===== src/rtl/multdiv_ctrl_if.sv =====
// Execute-stage handshake between the pipeline and the multiply/divide sequencer.
// The pipeline side is the master; the sequencer is the slave.
interface multdiv_ctrl_if;
   logic [4:0] OP;
   logic [4:0] ALUOP;
   logic       valid_in;
   logic [4:0] dest_in;
   logic       divisor_zero;
   logic       cancel;
   logic       ctrl_MULT;
   logic       ctrl_DIV;
   logic       step;
   logic       stall;
   logic       result_rdy;
   logic       exception;
   logic [4:0] dest_out;
   logic       busy;

   modport master (
      output OP, ALUOP, valid_in, dest_in, divisor_zero, cancel,
      input  ctrl_MULT, ctrl_DIV, step, stall, result_rdy, exception, dest_out, busy
   );

   modport slave (
      input  OP, ALUOP, valid_in, dest_in, divisor_zero, cancel,
      output ctrl_MULT, ctrl_DIV, step, stall, result_rdy, exception, dest_out, busy
   );
endinterface


===== src/rtl/multdiv_ctrl.sv =====
// Sequencer for the iterative multiply/divide unit: decodes MUL/DIV, pulses start,
// counts iterations while stalling the front end, then issues a one-cycle result-ready.
module multdiv_ctrl #(
   parameter int CYCLES = 32
) (
   input  logic          clock,
   input  logic          resetn,
   multdiv_ctrl_if.slave bus
);
   localparam int CNTW = $clog2(CYCLES);
   localparam logic [CNTW-1:0] CNT_LOAD = CNTW'(CYCLES - 1);
   localparam logic [CNTW-1:0] CNT_ZERO = {CNTW{1'b0}};
   localparam logic [CNTW-1:0] CNT_ONE  = CNTW'(1);

   typedef enum logic [1:0] {
      IDLE = 2'b00,
      RUN  = 2'b01,
      DONE = 2'b10
   } state_t;

   state_t          state_r;
   state_t          next_state_s;
   logic [CNTW-1:0] cnt_r;
   logic            dz_r;
   logic            div_r;
   logic [4:0]      dest_r;

   logic            is_mul_s;
   logic            is_div_s;
   logic            start_s;
   logic            dz_now_s;
   logic            ctrl_mult_s;
   logic            ctrl_div_s;
   logic            step_s;
   logic            stall_s;
   logic            rdy_s;
   logic            exc_s;
   logic            busy_s;

   // Opcode decode, next-state selection and output decode.
   always_comb begin
      // resetn gates the decode so every output is low while reset is held
      is_mul_s = resetn & bus.valid_in & ~bus.cancel &
                 (bus.OP == 5'b00000) & (bus.ALUOP == 5'b00110);
      is_div_s = resetn & bus.valid_in & ~bus.cancel &
                 (bus.OP == 5'b00000) & (bus.ALUOP == 5'b00111);
      dz_now_s     = is_div_s & bus.divisor_zero;
      start_s      = 1'b0;
      next_state_s = state_r;
      case (state_r)
         IDLE: begin
            if (is_mul_s | is_div_s) begin
               start_s      = 1'b1;
               next_state_s = dz_now_s ? DONE : RUN;
            end else begin
               next_state_s = IDLE;
            end
         end
         RUN: begin
            if (bus.cancel) begin
               next_state_s = IDLE;
            end else if (cnt_r == CNT_ZERO) begin
               next_state_s = DONE;
            end else begin
               next_state_s = RUN;
            end
         end
         DONE:    next_state_s = IDLE;
         default: next_state_s = IDLE;
      endcase

      ctrl_mult_s = start_s & is_mul_s;
      ctrl_div_s  = start_s & is_div_s;
      step_s      = (state_r == RUN);
      stall_s     = start_s | step_s;
      rdy_s       = (state_r == DONE) & ~bus.cancel;
      exc_s       = rdy_s & dz_r & div_r;
      busy_s      = (state_r != IDLE);
   end

   // State, iteration counter and start-time operand latches.
   always_ff @(posedge clock or negedge resetn) begin
      if (!resetn) begin
         state_r <= IDLE;
         cnt_r   <= CNT_ZERO;
         dz_r    <= 1'b0;
         div_r   <= 1'b0;
         dest_r  <= 5'b00000;
      end else begin
         state_r <= next_state_s;
         if (start_s) begin
            dest_r <= bus.dest_in;
            dz_r   <= dz_now_s;
            div_r  <= is_div_s;
            cnt_r  <= dz_now_s ? CNT_ZERO : CNT_LOAD;
         end else if ((state_r == RUN) && (cnt_r != CNT_ZERO)) begin
            cnt_r <= cnt_r - CNT_ONE;
         end else begin
            cnt_r <= cnt_r;
         end
      end
   end

   assign bus.ctrl_MULT  = ctrl_mult_s;
   assign bus.ctrl_DIV   = ctrl_div_s;
   assign bus.step       = step_s;
   assign bus.stall      = stall_s;
   assign bus.result_rdy = rdy_s;
   assign bus.exception  = exc_s;
   assign bus.dest_out   = dest_r;
   assign bus.busy       = busy_s;
endmodule


===== src/flat_wrapper.sv =====
// flat-port wrapper written by rule: the top's interface ports become plain ports
module multdiv_ctrl_flat 
#(
   parameter int CYCLES = 32
)
  (clock, resetn, bus_OP, bus_ALUOP, bus_valid_in, bus_dest_in, bus_divisor_zero, bus_cancel, bus_ctrl_MULT, bus_ctrl_DIV, bus_step, bus_stall, bus_result_rdy, bus_exception, bus_dest_out, bus_busy);
  multdiv_ctrl_if bus_i ();
  input  logic clock;
  input  logic resetn;
  input wire logic [$bits(bus_i.OP)-1:0] bus_OP;
  input wire logic [$bits(bus_i.ALUOP)-1:0] bus_ALUOP;
  input wire logic [$bits(bus_i.valid_in)-1:0] bus_valid_in;
  input wire logic [$bits(bus_i.dest_in)-1:0] bus_dest_in;
  input wire logic [$bits(bus_i.divisor_zero)-1:0] bus_divisor_zero;
  input wire logic [$bits(bus_i.cancel)-1:0] bus_cancel;
  output wire logic [$bits(bus_i.ctrl_MULT)-1:0] bus_ctrl_MULT;
  output wire logic [$bits(bus_i.ctrl_DIV)-1:0] bus_ctrl_DIV;
  output wire logic [$bits(bus_i.step)-1:0] bus_step;
  output wire logic [$bits(bus_i.stall)-1:0] bus_stall;
  output wire logic [$bits(bus_i.result_rdy)-1:0] bus_result_rdy;
  output wire logic [$bits(bus_i.exception)-1:0] bus_exception;
  output wire logic [$bits(bus_i.dest_out)-1:0] bus_dest_out;
  output wire logic [$bits(bus_i.busy)-1:0] bus_busy;
  assign bus_i.OP = bus_OP;
  assign bus_i.ALUOP = bus_ALUOP;
  assign bus_i.valid_in = bus_valid_in;
  assign bus_i.dest_in = bus_dest_in;
  assign bus_i.divisor_zero = bus_divisor_zero;
  assign bus_i.cancel = bus_cancel;
  assign bus_ctrl_MULT = bus_i.ctrl_MULT;
  assign bus_ctrl_DIV = bus_i.ctrl_DIV;
  assign bus_step = bus_i.step;
  assign bus_stall = bus_i.stall;
  assign bus_result_rdy = bus_i.result_rdy;
  assign bus_exception = bus_i.exception;
  assign bus_dest_out = bus_i.dest_out;
  assign bus_busy = bus_i.busy;
  multdiv_ctrl #(.CYCLES(CYCLES)) u_core (.clock(clock), .resetn(resetn), .bus(bus_i));
endmodule

===== config.mk =====
export PLATFORM = sky130hd
export DESIGN_NAME = multdiv_ctrl_flat
export DESIGN_NICKNAME = d
export VERILOG_FILES = /design/src/rtl/multdiv_ctrl_if.sv /design/src/rtl/multdiv_ctrl.sv /design/src/flat_wrapper.sv
export SDC_FILE = /design/constraint.sdc
export NUM_CORES = 1
export LEC_CHECK = 0
export ABC_AREA = 1
export CAP_MARGIN = 20
export CORE_UTILIZATION = 46
export DETAILED_ROUTE_END_ITERATION = 10
export PLACE_DENSITY = 0.81
export SYNTH_ARGS = -nofsm -noshare
export SYNTH_HDL_FRONTEND = slang
export SYNTH_SLANG_ARGS = --single-unit

===== constraint.sdc =====
create_clock -name clock -period 3.85 [get_ports clock]
set_input_delay 0.77 -clock clock [delete_from_list [all_inputs] [get_ports clock]]
set_output_delay 0.77 -clock clock [all_outputs]
set_load 0.05 [all_outputs]

==> reports/metrics.csv <==
metric;value;unit
route.detailed.wl_per_inst;10.89;microns
internal_power_component;207.9;uW
run_status;completed;
cts.hold.buffers_added;0;
cap_viol_max_count;0;
crit_fanout;4;
critPathArrivalTime;2370;ps
timing.critical_path.buf_inv;2;
timing.critical_path.from_type;primary input;
crit_path_end_kind;output port;
crit_slowest_cell;clkdlybuf4s50_1;
syn-cell-area;847.1;sq um
clockRootBuffer;clkbuf_4;
rows;15;
placedCellCount;167;
synth-edff-count;0;
yosysUniqueCellTypes;22;
cts_made_buffers;3;
async_reset_ff_share;100.0;%
timing.setup.critical_path_class;primary input to output port;
syn_inst;111;
max_clock_freq;318.2;MHz
power.ir.vdd_worst;0.1755;mV
power.share.clock;29.4;%
placement.io_buffers;31;
power.share.combinational;15.1;%
drt_first_pass_iters;4;
number_of_pins_with_negative_max_slew_slack_in_the_final_report;0;
post_layout_inst_area;1237;sq um
worst-slew-pin-transition;515.8;ps
path_cells;clkdlybuf4s50_1 > nor2_1 > nand2_1 > nor2_1 > clkdlybuf4s50_1;
post_layout_nonfiller_instances;170;
die_area;2017;sq um
net-switching-power;60.57;uW
final_util;71.67;%
share_of_the_yosys_chip_area_belonging_to_registers;41.36;%
top_area_cells_in_the_synthesized_netlist;dfrtp_1 (41%), nand2_1 (17%), inv_1 (8.9%);
detailedPlacementHpwl;1.521;mm
timing.clock.skew;3.187;ps
tns;0;ps
layout_min_cycle_time;3143;ps
ant_nets;0;
synth_most_common_cell;nand2_1;
place_area;1215;sq um
report.final.hold_viol_count;0;
dr_iter_0_viols;11;
clk_pin_slew;80;ps
clock_sinks;14;
grt_start_max_net_pins;20;
synth-seq-cells;14;
hold_path_depth;2;
floorplan.initialDensity;49.06;%
static-leakage-power;0.6623;nW
min_period_over_period;81.63;%
r2r_cells;10;
dieWidth;44.91;microns
synth_top_cell_by_area;dfrtp_1;
nets;168;
drt-total-wl;1.851;mm
worstHoldPathType;flip-flop to flip-flop;
grt_pass1_wl;2.918;mm
power-per-cell-area;216.9;nW/um^2
h-tree-depth;1;
routed_via_density;4.653;
yosys.area.top_type_share;41.36;%
cpLargestDelayFamily;buffers and inverters;
grt_residual_overflow;0;
cts.path.max_buffers;2;
dr_total_vias;791;
total_power;268.4;uW
design.portCount;32;
grt_setup_unrepaired;false;
syn_avg_cell_area;7.631;sq um
core-area;1727;sq um
cts_repair_resize_count;0;
place.gp.congestion;0.7228;
path_depth;5;
power.share.switching;22.56;%
grt_antenna_before_repair;0;
combined_global_route_utilization_of_all_metal_layers;19.92;%
worst_skew_pair_latency;270;ps
timing.slew.headroom;65.50;%
synth_fp_nets;132;
remaining_drc_errors;0;
sequentialPowerShare;55.5;%
drive_above_1_share;17.24;%
fill_cells;147;
synth_flop_cell;dfrtp_1;
setup-violations-final;0;
layout-area-overhead-vs-synth;46.09;%
diodes;0;
tritoncts;built;
die_height;44.91;microns
netlist_top_cells_count;nand2_1 (38), inv_1 (20), dfrtp_1 (14);
max_stage_delay;800;ps
data_required_time_of_the_worst_path;3080;ps
postCtsSetupBuffers;0;
grt_pass1_vias;740;
synth.yosys.warnings;0;
tightest hold or removal path: stages (launching register included):
cell	delay [ps]
dfrtp_1	340
nand2_1	50
nand2_1	60
state kept, by name, summed over array words and instances (netlist names):
register             count
u_core.bus.dest_out      5
u_core.cnt_r             5
u_core.state_r           2
u_core.div_r             1
u_core.dz_r              1
metal layers:
metal	GRT usage, %	up-vias	wire length (microns)
met5	0	-	0
met4	5.455	0	12
met3	4.400	2	150
met2	36.47	32	918
met1	23.33	357	770
li1	-	400	-
cell type report:
| type | count | area [sq um] | area share [%] |
|---|---|---|---|
| Tap cell | 25 | 31.28 | 2.528 |
| Sequential cell | 14 | 350.3 | 28.31 |
| Timing Repair Buffer | 32 | 347.8 | 28.11 |
| Clock buffer | 3 | 22.52 | 1.820 |
| Inverter | 23 | 90.09 | 7.280 |
| Multi-Input combinational cell | 73 | 395.4 | 31.95 |
path summary, 6_finish.rpt:
kind,start,endpoint,slack (ps)
hold / removal,u_core.dz_r$_DFFE_PN0P_,u_core.dz_r$_DFFE_PN0P_,480
setup / recovery,bus_cancel,bus_exception,710
setup reg to reg,u_core.cnt_r[0]$_DFFE_PN0P_,u_core.cnt_r[2]$_DFFE_PN0P_,2380
hold reg to reg,u_core.dz_r$_DFFE_PN0P_,u_core.dz_r$_DFFE_PN0P_,480
max in group asynchronous,resetn,u_core.dz_r$_DFFE_PN0P_,2850
min in group asynchronous,resetn,u_core.cnt_r[2]$_DFFE_PN0P_,830
cell families (layout without fill, tap and decap cells):
| logic type | Yosys count | after routing | synth area share [%] |
|---|---|---|---|
| buf+inv | 24 | 58 | 11.96 |
| xor+xnor | 2 | 2 | 2.068 |
| fa+ha+maj | 1 | 1 | 1.477 |
| compound gates | 8 | 8 | 7.681 |
| simple gates | 62 | 62 | 35.45 |
| flops | 14 | 14 | 41.36 |
metrics by stage:
step                setup WS (ps)  hold slack (ps)
global placement            732.8            464.3
detailed placement          704.9            469.7
finish                      707.2            484.6
CTS                         700.9            489.4
floorplan                   844.7            449.4
global route                606.4            528.9
power by group through the flow:
stage | Sequential, mW | Combinational (mW) | Clock [mW]
3_5_place_dp | 0.152 | 0.0408 | 0
2_1_floorplan | 0.153 | 0.0125 | 0
6_report | 0.149 | 0.0405 | 0.0789
5_1_grt | 0.149 | 0.0446 | 0.0890
4_1_cts | 0.149 | 0.0409 | 0.0799
3_3_place_gp | 0.152 | 0.0392 | 0
cells in the final DEF, fill, tap and decap left out, drive strengths merged:
master         count
nor2              12
inv               22
or2                1
nand4              1
ha                 1
nand3              7
clkdlybuf4s50     28
buf                4
xor2               2
a21oi              1
nand2             40
clkinv             1
o21ai              6
o31ai              1
dfrtp             14
clkbuf             3
nor3b              1
Power figures use the tool's default switching activity.
